[config.mk]
export PLATFORM = sky130hd
export DESIGN_NAME = hazard_ctrl
export DESIGN_NICKNAME = d
export VERILOG_FILES = /design/src/rtl/hazard_ctrl.sv
export SDC_FILE = /design/constraint.sdc
export NUM_CORES = 1
export LEC_CHECK = 0
export BUFFER_PORTS_ARGS = -buffer_cell sky130_fd_sc_hd__buf_2
export CAP_MARGIN = 20
export CELL_PAD_IN_SITES_DETAIL_PLACEMENT = 1
export CELL_PAD_IN_SITES_GLOBAL_PLACEMENT = 1
export CORE_ASPECT_RATIO = 1.4
export CORE_MARGIN = 2
export CORE_UTILIZATION = 48
export CTS_BUF_LIST = sky130_fd_sc_hd__clkbuf_4
export CTS_CLUSTER_DIAMETER = 30
export DETAILED_ROUTE_END_ITERATION = 12
export PLACE_DENSITY_LB_ADDON = 0.1
export SYNTH_ARGS = -nofsm -noshare
export SYNTH_HDL_FRONTEND = slang
export SYNTH_SLANG_ARGS = --single-unit
export TNS_END_PERCENT = 1
[constraint.sdc]
create_clock -name clk_i -period 7 [get_ports clk_i]
set_clock_uncertainty 0.05 [all_clocks]
set_input_delay 0.35 -clock clk_i [delete_from_list [all_inputs] [get_ports clk_i]]
set_output_delay 0.35 -clock clk_i [all_outputs]
set_load 0.02 [all_outputs]
[src/rtl/hazard_ctrl.sv]
// Pipeline hazard controller: stage enables, flush/bubble, stall counter,
// and data-memory timeout detection.
module hazard_ctrl #(
  parameter int STALL_CNT_W = 32,
  parameter int MEM_TIMEOUT = 255
) (
  input  logic                   clk_i,
  input  logic                   rst_ni,
  input  logic                   load_use_stall_i,
  input  logic                   branch_taken_i,
  input  logic                   dmem_req_i,
  input  logic                   dmem_ack_i,
  input  logic                   imem_valid_i,
  output logic                   if_en_o,
  output logic                   id_en_o,
  output logic                   ex_en_o,
  output logic                   mem_en_o,
  output logic                   wb_en_o,
  output logic                   if_id_flush_o,
  output logic                   id_ex_bubble_o,
  output logic [1:0]             state_o,
  output logic [STALL_CNT_W-1:0] stall_cycles_o,
  output logic                   mem_timeout_o
);

  typedef enum logic [1:0] {
    RUN      = 2'd0,
    MEM_WAIT = 2'd1,
    REDIRECT = 2'd2
  } state_t;

  localparam logic [16:0] TMO = 17'(MEM_TIMEOUT);

  state_t state_q;
  state_t state_d;
  state_t run_nxt;

  logic       mem_busy;
  logic [4:0] run_en;
  logic       run_flush;
  logic       run_bubble;
  logic [4:0] en;
  logic       flush;
  logic       bubble;
  logic       stall;

  logic [15:0] wait_cnt;
  logic [16:0] wait_nxt;
  logic        wait_cyc;

  logic [STALL_CNT_W-1:0] stall_cnt;

  assign mem_busy = dmem_req_i & ~dmem_ack_i;

  // RUN rules 2..5, reused on the MEM_WAIT ack cycle
  always_comb begin
    run_en     = 5'b11111;
    run_flush  = 1'b0;
    run_bubble = 1'b0;
    run_nxt    = RUN;
    if (branch_taken_i) begin
      run_flush  = 1'b1;
      run_bubble = 1'b1;
      if (!imem_valid_i)
        run_nxt = REDIRECT;
    end else if (load_use_stall_i) begin
      run_en     = 5'b00111;
      run_bubble = 1'b1;
    end else if (!imem_valid_i) begin
      run_flush = 1'b1;
    end
  end

  always_comb begin
    en      = 5'b11111;
    flush   = 1'b0;
    bubble  = 1'b0;
    state_d = state_q;
    unique case (state_q)
      RUN: begin
        if (mem_busy) begin
          en      = 5'b00000;
          state_d = MEM_WAIT;
        end else begin
          en      = run_en;
          flush   = run_flush;
          bubble  = run_bubble;
          state_d = run_nxt;
        end
      end
      MEM_WAIT: begin
        if (!dmem_ack_i) begin
          en = 5'b00000;
        end else begin
          en      = run_en;
          flush   = run_flush;
          bubble  = run_bubble;
          state_d = run_nxt;
        end
      end
      REDIRECT: begin
        if (mem_busy) begin
          en      = 5'b00000;
          state_d = MEM_WAIT;
        end else if (!imem_valid_i) begin
          flush = 1'b1;
        end else begin
          state_d = RUN;
        end
      end
      default: begin
        en      = 5'b00000;
        state_d = RUN;
      end
    endcase
  end

  // Reset overrides everything so no stage captures garbage
  always_comb begin
    if (!rst_ni) begin
      if_en_o        = 1'b0;
      id_en_o        = 1'b0;
      ex_en_o        = 1'b0;
      mem_en_o       = 1'b0;
      wb_en_o        = 1'b0;
      if_id_flush_o  = 1'b1;
      id_ex_bubble_o = 1'b1;
    end else begin
      if_en_o        = en[4];
      id_en_o        = en[3];
      ex_en_o        = en[2];
      mem_en_o       = en[1];
      wb_en_o        = en[0];
      if_id_flush_o  = flush;
      id_ex_bubble_o = bubble;
    end
  end

  assign stall    = ~en[4] | bubble;
  assign wait_cyc = (state_q == MEM_WAIT) & ~dmem_ack_i;
  assign wait_nxt = {1'b0, wait_cnt} + 17'd1;

  always_ff @(posedge clk_i or negedge rst_ni) begin
    if (!rst_ni) begin
      state_q       <= RUN;
      stall_cnt     <= '0;
      wait_cnt      <= '0;
      mem_timeout_o <= 1'b0;
    end else begin
      state_q <= state_d;
      if (stall && stall_cnt != '1)
        stall_cnt <= stall_cnt + STALL_CNT_W'(1);
      if (wait_cyc) begin
        if (wait_cnt != 16'hFFFF)
          wait_cnt <= wait_nxt[15:0];
        if (wait_nxt >= TMO)
          mem_timeout_o <= 1'b1;
      end else begin
        wait_cnt <= '0;
      end
    end
  end

  assign state_o        = state_q;
  assign stall_cycles_o = stall_cnt;

endmodule
==> results.ini, run 1 <==
[routing]
wl_um=6560
drt_iter0_drc=100
drt-vias-per-instance=5.85
wl_per_cell_um=17.0
drc=0
drtAntennaViolNets=0
drtPass1Iterations=3
vias=2257

[yosys]
yosys_warnings=0
yosysTopAreaCellShare=0.467
synthXorXnorAreaFrac=0.135
yosysTopAreaCell=dfrtp_1
synth_edf_count=0
synth.distinct_cells=43
synthCells=275
synth_top_family_by_area=simple AND/OR/NAND/NOR gates
ys_async_sr_fraction=1.00
synth_area_um2=2730
ys.flop_type=dfrtp_1
synth-compound-area-share=0.0838
ys_ff_latch=51
synthAdderAreaFrac=0.0137
synth_area_leaders=dfrtp_1, xnor2_1, nand3_1
syn_nets=285
synth-simple-area-share=0.252
syn-mean-instance-area_um2=9.94
muxShareOfSynthArea=0.0128
yosysSeqAreaShare=0.467

[sta]
fmax_mhz=379
timing.final.crit_share=0.377
rsz0062_at_grt=no
setup_viol=0
final_hold_viol_count=0
tns_ns=0
period_needed_ns=2.64
final_max_slew_viol_count=0
worst_slew_pin_slew_ns=0.955
max_slew_margin=0.358

[placement]
gp_congestion=0.761
dp_hpwl_um=4850
portBuffers=48

[grt]
grt_pass1_vias=2397
grt_pass1_wl_um=11100
antenna_found_initial=0
grt_start_max_net_pins=55
grt_use_total=0.230
grt-ovfl-total=0

[clock_tree]
post_cts_buffers=0
cts.sinks=51
cts_made_buffers=5
cts_tree=yes
cts_resized=0
insertion_delay_ns=0.37
htree_levels=2
clock_path_buffers=2
cts_root_buf=clkbuf_4
cts_hold_buf=0
clk_pin_slew_worst_paths_ns=0.15

[floorplan]
die_area_um2=6320
dieHeight_um=93.3
start_util=0.498
row_count=32
core_area_um2=5490
fp.dieW_um=67.8
io_pins=49

[setup_path]
worstReg2RegEnd=wait_cnt[0]
end_kind=flop
r2r_slack_ns=4.36
crit_fanout=15
start_kind=flop
r2r-start=wait_cnt[0]
worstPathArrival_ns=2.84
worstSetupPathType=reg -> reg
worstRegToRegCells=6
required_ns=7.20

[hold_path]
hold_path.class=in -> async

[power]
peakVddDrop_mv=0.208
leakage_nw=1.32
power_density_nw_per_um2=199
p_total_mw=0.604

[layout]
drive_gt1_frac=0.211
layout_commonest_cell=dfrtp_1
area_growth_pct=11.4
antenna_cells=0
finalNetCount=327
layout_common_cells=dfrtp_1, buf_2, xnor2_1

[flow_run]
maxCapViolations=0

[run_status]
outcome=complete, no violations

[worst max path at each step]
stage | start | endpoint | slack [ns] | cells past startpoint
floorplan | stall_cycles_o[13] | stall_cycles_o[1] | 4.55 | 6
global placement | wait_cnt[0] | wait_cnt[0] | 4.48 | 6
detailed placement | wait_cnt[0] | wait_cnt[0] | 4.38 | 6
CTS | wait_cnt[0] | wait_cnt[0] | 4.34 | 6
global route | wait_cnt[0] | wait_cnt[0] | 4.12 | 6
finish | wait_cnt[0] | wait_cnt[0] | 4.36 | 6
[per-layer routing]
metal  GRT usage  share of wire  up-vias
li1            -              -     1073
met1       0.263           0.41     1138
met2       0.414           0.54       32
met3      0.0385          0.026       14
met4      0.0867          0.022        0
met5           0              0        -
[stage by stage]
step | hold slack [ns] | setup slack, ns | utilization | area (um2) | std cells
after floorplan | 0.00441 | 4.55 | - | 2730 | 275
after global placement | 0.423 | 4.48 | 0.544 | 2990 | 378
after detailed placement | 0.434 | 4.38 | 0.544 | 2990 | 378
after CTS | 0.0440 | 4.34 | 0.555 | 3040 | 386
after global routing | 0.0728 | 4.12 | 0.555 | 3040 | 386
final | 0.0341 | 4.36 | 0.555 | 3040 | 386
[logic make-up after synthesis]
| logic type | after synthesis |
|---|---|
| AO/OA/AOI/OAI | 36 |
| XOR/XNOR | 42 |
| adder cells (fa/ha/maj) | 3 |
| buffers and inverters | 19 |
| flip-flops | 51 |
| multiplexers | 3 |
| AND/OR/NAND/NOR | 121 |
[Yosys cell counts (6+ instances only)]
cell type and count:
nor3_1 9, xnor2_1 31, nor2_1 19, and3_1 11
nand2_1 11, xor2_1 11, nor4_1 6, a21oi_1 15
nand4_1 17, nand3_1 27, dfrtp_1 51, clkbuf_1 9
[layout make-up]
class	instances	area (um2)
Fill cell	652	2440
Multi-Input combinational cell	205	1360
Sequential cell	51	1280
Timing Repair Buffer	49	248
Tap cell	68	85.1
Clock buffer	5	37.5
Clock inverter	3	20.0
Inverter	5	18.8
[registers in the layout (all words and copies together) (netlist names)]
name            count
wait_cnt           16
stall_cycles_o     32
mem_timeout_o       1
state_o             2
[worst max-delay path: stages (launching register included)]
cell and delay, ns:
dfrtp_1 0.49, ha_1 0.24, nand3_1 0.15, nor4_1 0.57, nand3_1 0.61, xnor2_1 0.35, nor2_1 0.06
[power breakdown]
group / internal (mW) / switching (mW) / leakage (nW)
sequential: 0.316 / 0.0273 / 0.671
combinational: 0.0517 / 0.0731 / 0.617
clock: 0.0386 / 0.0976 / 0.0272
total: 0.406 / 0.198 / 1.32
Power figures use the tool's default switching activity.
==> inputs of run 2 (changes only) <==
- ABC_AREA: default -> 1
- CORE_UTILIZATION: 48 -> 43
- clock period: 7 -> 2.71 ns (I/O delays scaled with it)
==> results.ini, run 2 <==
[run_status]
outcome=complete, no violations

[setup_path]
required_ns=2.95
r2r_slack_ns=0.62
cpLargestDelayFamily=simple AND/OR/NAND/NOR gates
worstRegToRegCells=10
r2r-start=stall_cycles_o[1]
worstReg2RegEnd=stall_cycles_o[7]
start_kind=flop
worst-path-buf-inv=2
worstSetupPathType=reg -> reg
slowest_delay_ns=0.42
crit_chain=ha_1 -> inv_1 -> nor3_4 -> nand2_2 -> nor2_4 -> nand3_2 -> nand2_4 -> inv_4 -> o21ai_0 -> o21ai_2
crit_fanout=27
critical_path.slowest_cell=dfrtp_1
worstPathArrival_ns=2.33
end_kind=flop

[yosys]
synthAdderAreaFrac=0.0117
yosys_warnings=0
muxShareOfSynthArea=0
synthCells=437
synth_edf_count=0
synth_top_family_by_area=simple AND/OR/NAND/NOR gates
synth.most_common_cell=nand2_1
netlist_top_cells_count=nand2_1, dfrtp_1, nor2_1
synth_area_leaders=dfrtp_1, nand2_1, xor2_1
syn-mean-instance-area_um2=7.32
yosysTopAreaCellShare=0.399
synth-simple-area-share=0.352
ys_async_sr_fraction=1.00
yosysSeqAreaShare=0.399
synthXorXnorAreaFrac=0.0876
synth.distinct_cells=33
synth-compound-area-share=0.0665
syn_nets=447
ys_ff_latch=51
synth_area_um2=3200
yosysTopAreaCell=dfrtp_1
ys.flop_type=dfrtp_1

[floorplan]
fp.dieW_um=76.9
row_count=37
dieHeight_um=106
start_util=0.440
die_area_um2=8150
io_pins=49
core_area_um2=7270

[flow_run]
maxCapViolations=0

[routing]
drt_iter0_drc=83
vias=2951
drc=0
drt-vias-per-instance=5.03
wl_per_cell_um=15.0
drtPass1Iterations=4
drtAntennaViolNets=0
wl_um=8820

[placement]
dp_hpwl_um=7090
portBuffers=48
gp_congestion=0.851

[sta]
period_needed_ns=2.09
rsz0062_at_grt=no
final_hold_viol_count=0
worst_slew_pin_slew_ns=0.560
final_max_slew_viol_count=0
setup_viol=0
max_slew_margin=0.626
fmax_mhz=479
tns_ns=0
timing.final.crit_share=0.770

[clock_tree]
clock_path_buffers=2
cts.sinks=51
insertion_delay_ns=0.39
post_cts_buffers=0
cts_made_buffers=5
cts_tree=yes
htree_levels=2
cts_root_buf=clkbuf_4
clk_pin_slew_worst_paths_ns=0.15

[grt]
grt-ovfl-total=0
grt_use_total=0.230
grt_pass1_wl_um=14800
grt_start_max_net_pins=44
antenna_found_initial=0
grt_pass1_vias=3121

[hold_path]
hp-start=dmem_req_i
hold_end=state_o[0]
hold_path.class=in -> reg
holdPathStages=3

[layout]
finalNetCount=499
layout_commonest_cell=nand2_1
largest_reg_flops=32
area_growth_pct=12.1
drive_gt1_frac=0.169
final_core_util=0.493
antenna_cells=0
layout_common_cells=nand2_1, dfrtp_1, nor2_1

[power]
power_density_nw_per_um2=574
p_comb_frac=0.338
switchingPower_mw=0.871
p_seq_frac=0.487
peakVddDrop_mv=0.396
p_sw_frac=0.423
clkPwrFrac=0.175
leakage_nw=1.78
internal-power_mw=1.19

## run 2: timing repair
| item | CTS | global route |
|---|---|---|
| gates resized for setup | 0 | 0 |
| endpoints found under the hold margin | 9 | 0 |
| hold buffers | 3 | 0 |
## run 2: how the worst max path moves through the flow
stage,cells past startpoint,from,slack [ns],end
6_report,10,stall_cycles_o[1],0.62,stall_cycles_o[7]
5_1_grt,10,stall_cycles_o[1],0.40,stall_cycles_o[7]
4_1_cts,10,stall_cycles_o[1],0.61,stall_cycles_o[7]
3_5_place_dp,10,stall_cycles_o[1],0.63,stall_cycles_o[7]
3_3_place_gp,10,stall_cycles_o[1],0.73,stall_cycles_o[7]
2_1_floorplan,10,stall_cycles_o[1],0.89,stall_cycles_o[6]
## run 2: worst min-delay path, delay by kind of cell
family	cells	cell delay, ns
simple gates	1	0.09
compound gates	1	0.11
buf+inv	1	0.10
## run 2: cell families (layout without fill, tap and decap cells)
logic type,count (synthesis),in the layout
flops,51,51
xor+xnor,32,32
simple gates,260,260
fa+ha+maj,3,3
buf+inv,58,111
compound gates,33,33
## run 2: final cells by class
type,instances,area [um2]
Multi-Input combinational cell,328,1660
Clock inverter,3,20.0
Inverter,50,190
Timing Repair Buffer,53,285
Clock buffer,5,37.5
Fill cell,981,3680
Sequential cell,51,1280
Tap cell,97,121
## run 2: power by group through the flow
stage	clock, mW	sequential, mW	combinational (mW)
6_report	0.360	1.00	0.695
4_1_cts	0.377	1.00	0.709
5_1_grt	0.397	1.02	0.771
3_5_place_dp	0	1.02	0.700
3_3_place_gp	0	1.01	0.692
2_1_floorplan	0	1.12	0.378
## run 2: routing by layer
layer,up-vias,GRT usage,routed length (um),part of all wire
li1,1475,-,-,-
met1,1427,0.250,3430,0.39
met2,34,0.445,4980,0.56
met3,15,0.0357,225,0.026
met4,0,0.0805,186,0.021
met5,-,0,0,0
## run 2: stage by stage
stage                     power [mW]  std cells  setup slack (ns)  cell area (um2)  hold WS (ns)
after floorplan                 1.50        437             0.890             3200        -0.210
after global routing            2.19        587             0.396             3590        0.0436
after CTS                       2.09        587             0.606             3590        0.0259
final                           2.06        587             0.623             3590        0.0417
after detailed placement        1.72        576             0.629             3500       -0.0262
after global placement          1.70        576             0.733             3500       -0.0351
